**src/rtl/dfr_readout_engine_if.sv**
```systemverilog
// rtl/dfr_readout_engine_if.sv - memory-side bus bundle (history, weight and result RAM ports) for the DFR readout engine
interface dfr_readout_engine_if #(
  parameter int ADDR_WIDTH = 14,
  parameter int DATA_WIDTH = 32
);
  logic [ADDR_WIDTH-1:0] x_addr;
  logic [DATA_WIDTH-1:0] x_data;
  logic [ADDR_WIDTH-1:0] w_addr;
  logic [DATA_WIDTH-1:0] w_data;
  logic [ADDR_WIDTH-1:0] z_addr;
  logic [DATA_WIDTH-1:0] z_data;
  logic                  z_wen;

  modport master (
    output x_addr, input x_data,
    output w_addr, input w_data,
    output z_addr, output z_data, output z_wen
  );

  modport slave (
    input x_addr, output x_data,
    input w_addr, output w_data,
    input z_addr, input z_data, input z_wen
  );
endinterface

```
**src/rtl/dfr_readout_engine.sv**
```systemverilog
// rtl/dfr_readout_engine.sv - multi-output fixed-point dot-product readout engine for the DFR core
// Optional bias row per output column is enabled by defining DFR_READOUT_BIAS_EN.
module dfr_readout_engine #(
  parameter int ADDR_WIDTH    = 14,
  parameter int DATA_WIDTH    = 32,
  parameter int FRAC_BITS     = 16,
  parameter int VIRTUAL_NODES = 10,
  parameter int NUM_OUTPUTS   = 4
) (
  input  logic                  S_AXI_ACLK,
  input  logic                  S_AXI_ARESETN,
  input  logic                  start,
  input  logic                  abort,
  input  logic [ADDR_WIDTH-1:0] num_samples,
  input  logic [ADDR_WIDTH-1:0] num_nodes,
  output logic                  busy,
  output logic                  done,
  output logic [15:0]           sat_count,
  dfr_readout_engine_if.master  mem
);

  localparam int ACC_W = 2 * DATA_WIDTH + $clog2(VIRTUAL_NODES) + 1;
  localparam int PROD_W = 2 * DATA_WIDTH;
  localparam logic [ADDR_WIDTH-1:0] ONE_A  = ADDR_WIDTH'(1);
  localparam logic [ADDR_WIDTH-1:0] NO_A   = ADDR_WIDTH'(NUM_OUTPUTS);
  localparam logic [ADDR_WIDTH-1:0] K_LAST = ADDR_WIDTH'(NUM_OUTPUTS - 1);
  localparam logic [ADDR_WIDTH-1:0] VN_A   = ADDR_WIDTH'(VIRTUAL_NODES);
`ifdef DFR_READOUT_BIAS_EN
  localparam logic [ADDR_WIDTH-1:0] BIAS_READS = ADDR_WIDTH'(1);
`else
  localparam logic [ADDR_WIDTH-1:0] BIAS_READS = ADDR_WIDTH'(0);
`endif
  localparam logic signed [ACC_W-1:0] ROUND = ACC_W'(1) << (FRAC_BITS - 1);
  localparam logic signed [ACC_W-1:0] MAX_V = {{(ACC_W-DATA_WIDTH+1){1'b0}}, {(DATA_WIDTH-1){1'b1}}};
  localparam logic signed [ACC_W-1:0] MIN_V = {{(ACC_W-DATA_WIDTH+1){1'b1}}, {(DATA_WIDTH-1){1'b0}}};

  typedef enum logic [2:0] {IDLE, ISSUE, DRAIN, WRITE, DONE} state_t;

  state_t state, next_state;

  logic [ADDR_WIDTH-1:0] samples_lat, nodes_lat;
  logic [ADDR_WIDTH-1:0] s_cnt, k_cnt, n_cnt;
  logic [1:0]            d_cnt;
  logic [ADDR_WIDTH-1:0] x_base, x_ptr, w_ptr, z_ptr;

  logic                  issuing, is_bias, write_now, last_dp;
  logic [ADDR_WIDTH-1:0] clamped_nodes, first_len, issue_len;

  logic                         v1, v2, v3, b1, b2;
  logic signed [DATA_WIDTH-1:0] xq, wq;
  logic signed [PROD_W-1:0]     prod;
  logic signed [ACC_W-1:0]      acc, rnd, shf;
  logic                         sat_hi, sat_lo, sat;
  logic [DATA_WIDTH-1:0]        result;

  assign clamped_nodes = (num_nodes > VN_A) ? VN_A : num_nodes;
  assign first_len     = clamped_nodes + BIAS_READS;
  assign issue_len     = nodes_lat + BIAS_READS;
  assign last_dp       = (k_cnt == K_LAST) && (s_cnt == samples_lat - ONE_A);

  always_ff @(posedge S_AXI_ACLK or negedge S_AXI_ARESETN) begin
    if (!S_AXI_ARESETN) state <= IDLE;
    else                state <= next_state;
  end

  always_comb begin
    next_state = state;
    issuing    = 1'b0;
    is_bias    = 1'b0;
    write_now  = 1'b0;
    busy       = 1'b0;
    done       = 1'b0;
    case (state)
      IDLE: begin
        // A zero-length dot product has nothing to issue, so it starts straight in the flush.
        if (start && !abort)
          next_state = (num_samples == '0 || first_len != '0) ? ISSUE : DRAIN;
      end
      ISSUE: begin
        busy = 1'b1;
        if (samples_lat == '0) begin
          next_state = DONE;
        end else begin
          issuing = 1'b1;
          is_bias = (BIAS_READS != '0) && (n_cnt == nodes_lat);
          if (n_cnt == issue_len - ONE_A) next_state = DRAIN;
        end
      end
      DRAIN: begin
        busy = 1'b1;
        if (d_cnt == 2'd2) next_state = WRITE;
      end
      WRITE: begin
        busy      = 1'b1;
        write_now = 1'b1;
        if (last_dp)                next_state = DONE;
        else if (issue_len == '0)   next_state = DRAIN;
        else                        next_state = ISSUE;
      end
      DONE: begin
        done       = 1'b1;
        next_state = IDLE;
      end
      default: next_state = IDLE;
    endcase
    if (abort) next_state = IDLE;
  end

  always_ff @(posedge S_AXI_ACLK or negedge S_AXI_ARESETN) begin
    if (!S_AXI_ARESETN) begin
      samples_lat <= '0;
      nodes_lat   <= '0;
      s_cnt       <= '0;
      k_cnt       <= '0;
      n_cnt       <= '0;
      d_cnt       <= '0;
      x_base      <= '0;
      x_ptr       <= '0;
      w_ptr       <= '0;
      z_ptr       <= '0;
      sat_count   <= '0;
    end else begin
      case (state)
        IDLE: begin
          if (start && !abort) begin
            samples_lat <= num_samples;
            nodes_lat   <= clamped_nodes;
            s_cnt       <= '0;
            k_cnt       <= '0;
            n_cnt       <= '0;
            d_cnt       <= '0;
            x_base      <= '0;
            x_ptr       <= '0;
            w_ptr       <= '0;
            z_ptr       <= '0;
            sat_count   <= '0;
          end
        end
        ISSUE: begin
          if (issuing) begin
            n_cnt <= n_cnt + ONE_A;
            w_ptr <= w_ptr + NO_A;
            if (!is_bias) x_ptr <= x_ptr + ONE_A;
          end
        end
        DRAIN: d_cnt <= (d_cnt == 2'd2) ? 2'd0 : d_cnt + 2'd1;
        WRITE: begin
          z_ptr <= z_ptr + ONE_A;
          n_cnt <= '0;
          if (sat && sat_count != 16'hFFFF) sat_count <= sat_count + 16'd1;
          // Weight pointer restarts at the next column; history pointer only advances per sample.
          if (k_cnt == K_LAST) begin
            k_cnt  <= '0;
            s_cnt  <= s_cnt + ONE_A;
            x_base <= x_base + nodes_lat;
            x_ptr  <= x_base + nodes_lat;
            w_ptr  <= '0;
          end else begin
            k_cnt <= k_cnt + ONE_A;
            x_ptr <= x_base;
            w_ptr <= k_cnt + ONE_A;
          end
        end
        default: ;
      endcase
    end
  end

  always_ff @(posedge S_AXI_ACLK or negedge S_AXI_ARESETN) begin
    if (!S_AXI_ARESETN) begin
      v1 <= 1'b0; v2 <= 1'b0; v3 <= 1'b0;
      b1 <= 1'b0; b2 <= 1'b0;
      xq <= '0; wq <= '0; prod <= '0; acc <= '0;
    end else if (abort || state == IDLE) begin
      v1 <= 1'b0; v2 <= 1'b0; v3 <= 1'b0;
      b1 <= 1'b0; b2 <= 1'b0;
      acc <= '0;
    end else begin
      v1 <= issuing;
      b1 <= is_bias;
      v2 <= v1;
      b2 <= b1;
      xq <= mem.x_data;
      wq <= mem.w_data;
      v3 <= v2;
      // The bias term behaves as a product with x = 1.0.
      prod <= b2 ? (PROD_W'(wq) <<< FRAC_BITS) : (PROD_W'(xq) * PROD_W'(wq));
      if (state == WRITE) acc <= '0;
      else if (v3)        acc <= acc + ACC_W'(prod);
    end
  end

  always_comb begin
    rnd    = acc + ROUND;
    shf    = rnd >>> FRAC_BITS;
    sat_hi = shf > MAX_V;
    sat_lo = shf < MIN_V;
    sat    = sat_hi || sat_lo;
    if (sat_hi)      result = {1'b0, {(DATA_WIDTH-1){1'b1}}};
    else if (sat_lo) result = {1'b1, {(DATA_WIDTH-1){1'b0}}};
    else             result = shf[DATA_WIDTH-1:0];
  end

  assign mem.x_addr = (issuing && !is_bias) ? x_ptr : '0;
  assign mem.w_addr = issuing ? w_ptr : '0;
  assign mem.z_addr = write_now ? z_ptr : '0;
  assign mem.z_data = write_now ? result : '0;
  assign mem.z_wen  = write_now;

endmodule
```
**src/flat_wrapper.sv**
```systemverilog
// flat-port wrapper written by rule: the top's interface ports become plain ports
module dfr_readout_engine_flat 
#(
  parameter int ADDR_WIDTH    = 14,
  parameter int DATA_WIDTH    = 32,
  parameter int FRAC_BITS     = 16,
  parameter int VIRTUAL_NODES = 10,
  parameter int NUM_OUTPUTS   = 4
)
  (S_AXI_ACLK, S_AXI_ARESETN, start, abort, num_samples, num_nodes, busy, done, sat_count, mem_x_addr, mem_x_data, mem_w_addr, mem_w_data, mem_z_addr, mem_z_data, mem_z_wen);
  dfr_readout_engine_if #(.ADDR_WIDTH(ADDR_WIDTH), .DATA_WIDTH(DATA_WIDTH)) mem_i ();
  input  logic S_AXI_ACLK;
  input  logic S_AXI_ARESETN;
  input  logic start;
  input  logic abort;
  input  logic [ADDR_WIDTH-1:0] num_samples;
  input  logic [ADDR_WIDTH-1:0] num_nodes;
  output logic busy;
  output logic done;
  output logic [15:0] sat_count;
  output wire logic [$bits(mem_i.x_addr)-1:0] mem_x_addr;
  input wire logic [$bits(mem_i.x_data)-1:0] mem_x_data;
  output wire logic [$bits(mem_i.w_addr)-1:0] mem_w_addr;
  input wire logic [$bits(mem_i.w_data)-1:0] mem_w_data;
  output wire logic [$bits(mem_i.z_addr)-1:0] mem_z_addr;
  output wire logic [$bits(mem_i.z_data)-1:0] mem_z_data;
  output wire logic [$bits(mem_i.z_wen)-1:0] mem_z_wen;
  assign mem_x_addr = mem_i.x_addr;
  assign mem_i.x_data = mem_x_data;
  assign mem_w_addr = mem_i.w_addr;
  assign mem_i.w_data = mem_w_data;
  assign mem_z_addr = mem_i.z_addr;
  assign mem_z_data = mem_i.z_data;
  assign mem_z_wen = mem_i.z_wen;
  dfr_readout_engine #(.ADDR_WIDTH(ADDR_WIDTH), .DATA_WIDTH(DATA_WIDTH), .FRAC_BITS(FRAC_BITS), .VIRTUAL_NODES(VIRTUAL_NODES), .NUM_OUTPUTS(NUM_OUTPUTS)) u_core (.S_AXI_ACLK(S_AXI_ACLK), .S_AXI_ARESETN(S_AXI_ARESETN), .start(start), .abort(abort), .num_samples(num_samples), .num_nodes(num_nodes), .busy(busy), .done(done), .sat_count(sat_count), .mem(mem_i));
endmodule
```
**config.mk**
```make
export PLATFORM = sky130hd
export DESIGN_NAME = dfr_readout_engine_flat
export DESIGN_NICKNAME = d
export VERILOG_FILES = /design/src/rtl/dfr_readout_engine_if.sv /design/src/rtl/dfr_readout_engine.sv /design/src/flat_wrapper.sv
export SDC_FILE = /design/constraint.sdc
export NUM_CORES = 2
export LEC_CHECK = 0
export ABC_AREA = 1
export BUFFER_PORTS_ARGS = -buffer_cell sky130_fd_sc_hd__buf_4
export CAP_MARGIN = 30
export CORE_AREA = 2 2 337 339
export DETAILED_ROUTE_END_ITERATION = 8
export DIE_AREA = 0 0 339 341
export GPL_TIMING_DRIVEN = 0
export PLACE_DENSITY = 0.71
export SLEW_MARGIN = 10
export SYNTH_ARGS = -nofsm -noshare
export SYNTH_HDL_FRONTEND = slang
export SYNTH_SLANG_ARGS = --single-unit
```
**constraint.sdc**
```tcl
create_clock -name S_AXI_ACLK -period 16.38 [get_ports S_AXI_ACLK]
set_input_delay 2.457 -clock S_AXI_ACLK [delete_from_list [all_inputs] [get_ports S_AXI_ACLK]]
set_output_delay 2.457 -clock S_AXI_ACLK [all_outputs]
set_load 0.05 [all_outputs]
```
# Yosys cells after proc, flatten, opt, wreduce, memory -nomap -nowiden
# Cells that the tools add are included.
# word_totals
out_inout_bits,93
word_cells,123
ff_bits,347
# op_classes
multipliers,1
muxes,47
magnitude_cmp,3
n_eq_ne,16
addsub,13
reduce_logical,24
# ops
cell,n
69-bit 2-to-1 mux,3
14-bit 2-to-1 mux,11
14-bit one-hot mux with 3 select lines,3
14-bit one-hot mux with 2 select lines,4
32-bit 2-to-1 mux,3
14-bit by 1-bit adder with 14-bit output (second input constant),5
69-bit by 17-bit adder with 69-bit output (second input constant),1
69-bit by 64-bit adder with 69-bit output,1
32-bit by 32-bit multiplier with 64-bit output,1
53-bit by 32-bit > comparator with 1-bit output (second input constant),1
53-bit by 32-bit less-than comparator with 1-bit output (second input constant),1
14-bit zero test,3
16-bit 2-to-1 mux,2
16-bit one-hot mux with 2 select lines,1
14-bit == test,2
14-bit by 1-bit subtractor with 14-bit output (second input constant),2
3-bit 2-to-1 mux,6
16-bit by 1-bit adder with 16-bit output (second input constant),1
16-bit inequality test (second input constant),1
14-bit adder,1
14-bit by 3-bit adder with 14-bit output (second input constant),1
14-bit by 2-bit == test with 1-bit output (second input constant),1
14-bit by 4-bit > comparator with 1-bit output (second input constant),1
14-bit nonzero test,1
other kinds (21),47

# Logic depth before layout (Yosys ltp)
# logic_depth
word_depth,8
ltp_mapped,33
depth_no_buf,31

# Least setup slack after synthesis
# Ideal clock, no wire load.
# synth_path
kind,reg2reg
start,register u_core.xq[31]
end,register u_core.prod[63]
setup_ps,118
slack_ps,8747
required_time_ps,16262
path_stages_with_launch,32
t_arrival_ps,7515
period_less_slack_ps,7633
path_cell_list,dfrtp_1 > clkbuf_1 > clkbuf_1 > nand2_1 > inv_1 > fa_1 > inv_1 > fa_1 > inv_1 > fa_1 > fa_1 > inv_1 > fa_1 > inv_1 > fa_1 > inv_1 > fa_1 > inv_1 > fa_1 > ha_1 > nand2_1 > nor2_1 > inv_1 > nor2_1 > inv_1 > nor2_1 > inv_1 > o211ai_1 > a21oi_1 > or2_2 > nand3_1 > nand2_1
# synth_between
elab_chain_len,1
# synth_lines
item,line_no,text
start: declaration,dfr_readout_engine.sv:50,"logic signed [DATA_WIDTH-1:0] xq, wq;"
start signal: assignment,dfr_readout_engine.sv:183,xq <= mem.x_data;
32-bit by 32-bit multiplier with 64-bit output,dfr_readout_engine.sv:187,prod <= b2 ? (PROD_W'(wq) <<< FRAC_BITS) : (PROD_W'(xq) * PROD_W'(wq));
end signal: assignment,dfr_readout_engine.sv:187,
end: declaration,dfr_readout_engine.sv:51,logic signed [PROD_W-1:0] prod;
# Every way passes these cells.
# A chain may end at the register's enable or synchronous reset.

# Final worst setup path
# Ends and elaborated chain as after synthesis.

==> impl_metrics.ini <==
[layout]
final_cell_mix = nand2_1, inv_1, fa_1
final_common_cell = nand2_1
final_nets = 10030
area_growth_pct = 9.506
drive_gt1_share_pct = 4.894

[yosys]
syn_nets = 9720
ys_warn_count = 0
ys_ff_latch = 347
syn_area_um2 = 61300
synthTopCellsByArea = fa_1, dfrtp_1, nand2_1
synth_cells = 8265
ys_seq_area_share_pct = 14.17
synth.avg_cell_area_um2 = 7.416
yosysTopAreaCell = fa_1
synth_top_cell_area_share_pct = 35.40
yosys.cell_types.count = 58

[min_path]
min_delay_path_depth = 1
min_path_type = flip-flop to flip-flop

[routing]
antenna_left = 0
dr.max_layer_used = met5
wl_met1_mm = 88.68
wl_mm = 245.5
wl_per_cell_um = 24.29
wl_met2_mm = 110.6
routed-wl-met3_mm = 23.14
vias = 55800
vias_per_cell = 5.522
drc_errors = 0
initialDrtViolationCount = 5164
dr.pass1.iters = 6

[cts]
cts_setup_buffers = 0
holdBufCountCts = 0
cts_resized = 0
cts_root_buf = clkbuf_16
clock_sinks = 347
insertion_delay_ns = 0.71
htree_levels = 2
cts_buffer_depth = 3
path_clk_slew_ns = 0.08
cts_tree = yes
cts_made_buffers = 44

[placement]
hpwl_mm = 207.1
gp_congestion = 1.055
portBuffers = 188
dp_slack_ns = 6.615

[global_route]
grt_first_pass_wirelength_mm = 359.6
track_usage_pct = 42.81
grt_max_degree = 100
grt_pass1_vias = 56480
grt_antenna_before_repair = 4
overflow = 0

[die]
initial_utilization_pct = 54.78
core-area_um2 = 111900
die_w_um = 339
dieArea_um2 = 115600
io_pins = 189
rows = 123
fp.dieH_um = 341

[status]
status = finished, final reports clean

[sta]
tightest_slew_ns = 1.159
timing.setup.tns_ns = 0
final-hold-violation-count = 0
holdWs_ns = 0.4643
setup_viol = 0
fmax_mhz = 100.8
timing.final.max_slew_violations = 0
rsz0062_at_grt = false
setup_slack_ns = 6.458
period_share_pct = 60.57
fin_skew_ns = 0.08469
relSlewSlack_pct = 22.72
timing.final.crit_period_ns = 9.922

[worst_setup_path]
arrival_ns = 10.43
path_class = flip-flop to flip-flop
critPathBufInv = 12
worst-r2r-cell-count = 31
cpMostUsedCell = inv_1
path_depth = 31
cp.required_ns = 16.88
slowest_stage = fa_1
startpoint_type = flip-flop
max_stage_delay_ns = 0.93
end_kind = flip-flop
critPathTopFamily = adder cells
cp_max_fo = 10

[job]
maxCapViolCount = 0
==> synth_stat cells (all sizes together) <==
cell type / count
xnor2: 42
inv: 2021
clkinv: 3
nor4: 22
o21bai: 14
a21oi: 320
buf: 12
nor3b: 8
o211ai: 11
o221ai: 2
a22oi: 9
or2: 39
ha: 275
a32o: 2
a32oi: 3
nor3: 55
a211oi: 6
o22ai: 22
nand3: 182
nand2: 2211
o21ai: 346
xor2: 76
nand4: 57
a21boi: 9
clkbuf: 325
a21o: 21
o41ai: 2
a221oi: 4
a22o: 2
o31ai: 6
a2bb2oi: 1
o2111ai: 4
dfrtp: 347
o221a: 2
o21a: 15
nor2: 651
xnor3: 1
and2: 3
or3b: 1
nand3b: 6
fa: 1084
a31oi: 40
and3: 3
==> per-stage QoR <==
| stage | util, % | cells | instance area (µm²) |
|---|---|---|---|
| 2_1_floorplan | - | 8265 | 61300 |
| 3_3_place_gp | 57.72 | 9953 | 64580 |
| 3_5_place_dp | 58.48 | 10010 | 65430 |
| 4_1_cts | 59.83 | 10090 | 66940 |
| 5_1_grt | 59.99 | 10100 | 67120 |
| 6_report | 59.99 | 10110 | 67120 |
==> path summary, 6_finish.rpt <==
path                                       start                  end  slack (ns)
worst min-delay path            u_core.z_ptr[13]     u_core.z_ptr[13]        0.46
min in group asynchronous          S_AXI_ARESETN  u_core.sat_count[6]        1.75
worst min register to register  u_core.z_ptr[13]     u_core.z_ptr[13]        0.46
worst max-delay path               u_core.xq[31]      u_core.prod[63]        6.46
max in group asynchronous          S_AXI_ARESETN        u_core.wq[10]       13.48
worst max register to register     u_core.xq[31]      u_core.prod[63]        6.46
==> kinds of logic after synthesis <==
| logic type | share of synthesized area (%) |
|---|---|
| and+or+nand+nor | 21.09 |
| buffers and inverters | 14.49 |
| adders and majority gates | 41.02 |
| AOI/OAI and AO/OA | 7.512 |
| DFF | 14.17 |
| xor gates and xnor gates | 1.723 |
==> sequential cells by signal, summed over array words and instances, names as in the netlist <==
| signal | cells |
|---|---|
| u_core.acc | 69 |
| u_core.prod | 64 |
| u_core.wq | 32 |
| u_core.xq | 32 |
| u_core.sat_count | 16 |
| u_core.k_cnt | 14 |
| u_core.n_cnt | 14 |
| u_core.nodes_lat | 14 |
| u_core.s_cnt | 14 |
| u_core.samples_lat | 14 |
| u_core.w_ptr | 14 |
| u_core.x_base | 14 |
| u_core.x_ptr | 14 |
| u_core.z_ptr | 14 |
| u_core.state | 3 |
| u_core.d_cnt | 2 |
| u_core.v1 | 1 |
| u_core.v2 | 1 |
| u_core.v3 | 1 |
==> layer usage <==
layer,up-vias,GRT usage (%)
met4,2,31.47
li1,24960,-
met1,27160,50.98
met3,779,9.459
met5,-,0
met2,2901,68.61
==> area by class of cell <==
type                       instances  area [µm²]
fill                           10550       44760
multi-input combinational       5557       43730
sequential                       347        8683
inverter                        2024        7597
timing repair buffer             261        2425
tap                             1500        1877
buffer                           337        1291
clock buffer                      60        1241
clock inverter                    17       270.3
antenna                            2       5.005
==> worst reg2reg max path: cells and delay by family (launching register included) <==
kind / cells / cell delay, ns
DFF: 1 / 0.33
adders and majority gates: 9 / 4.89
buffers and inverters: 12 / 2.34
AOI/OAI and AO/OA: 2 / 0.61
and+or+nand+nor: 8 / 1.55
Power is not shown: default switching activity piles up to over one toggle a cycle in this logic, so the estimate is an artifact.
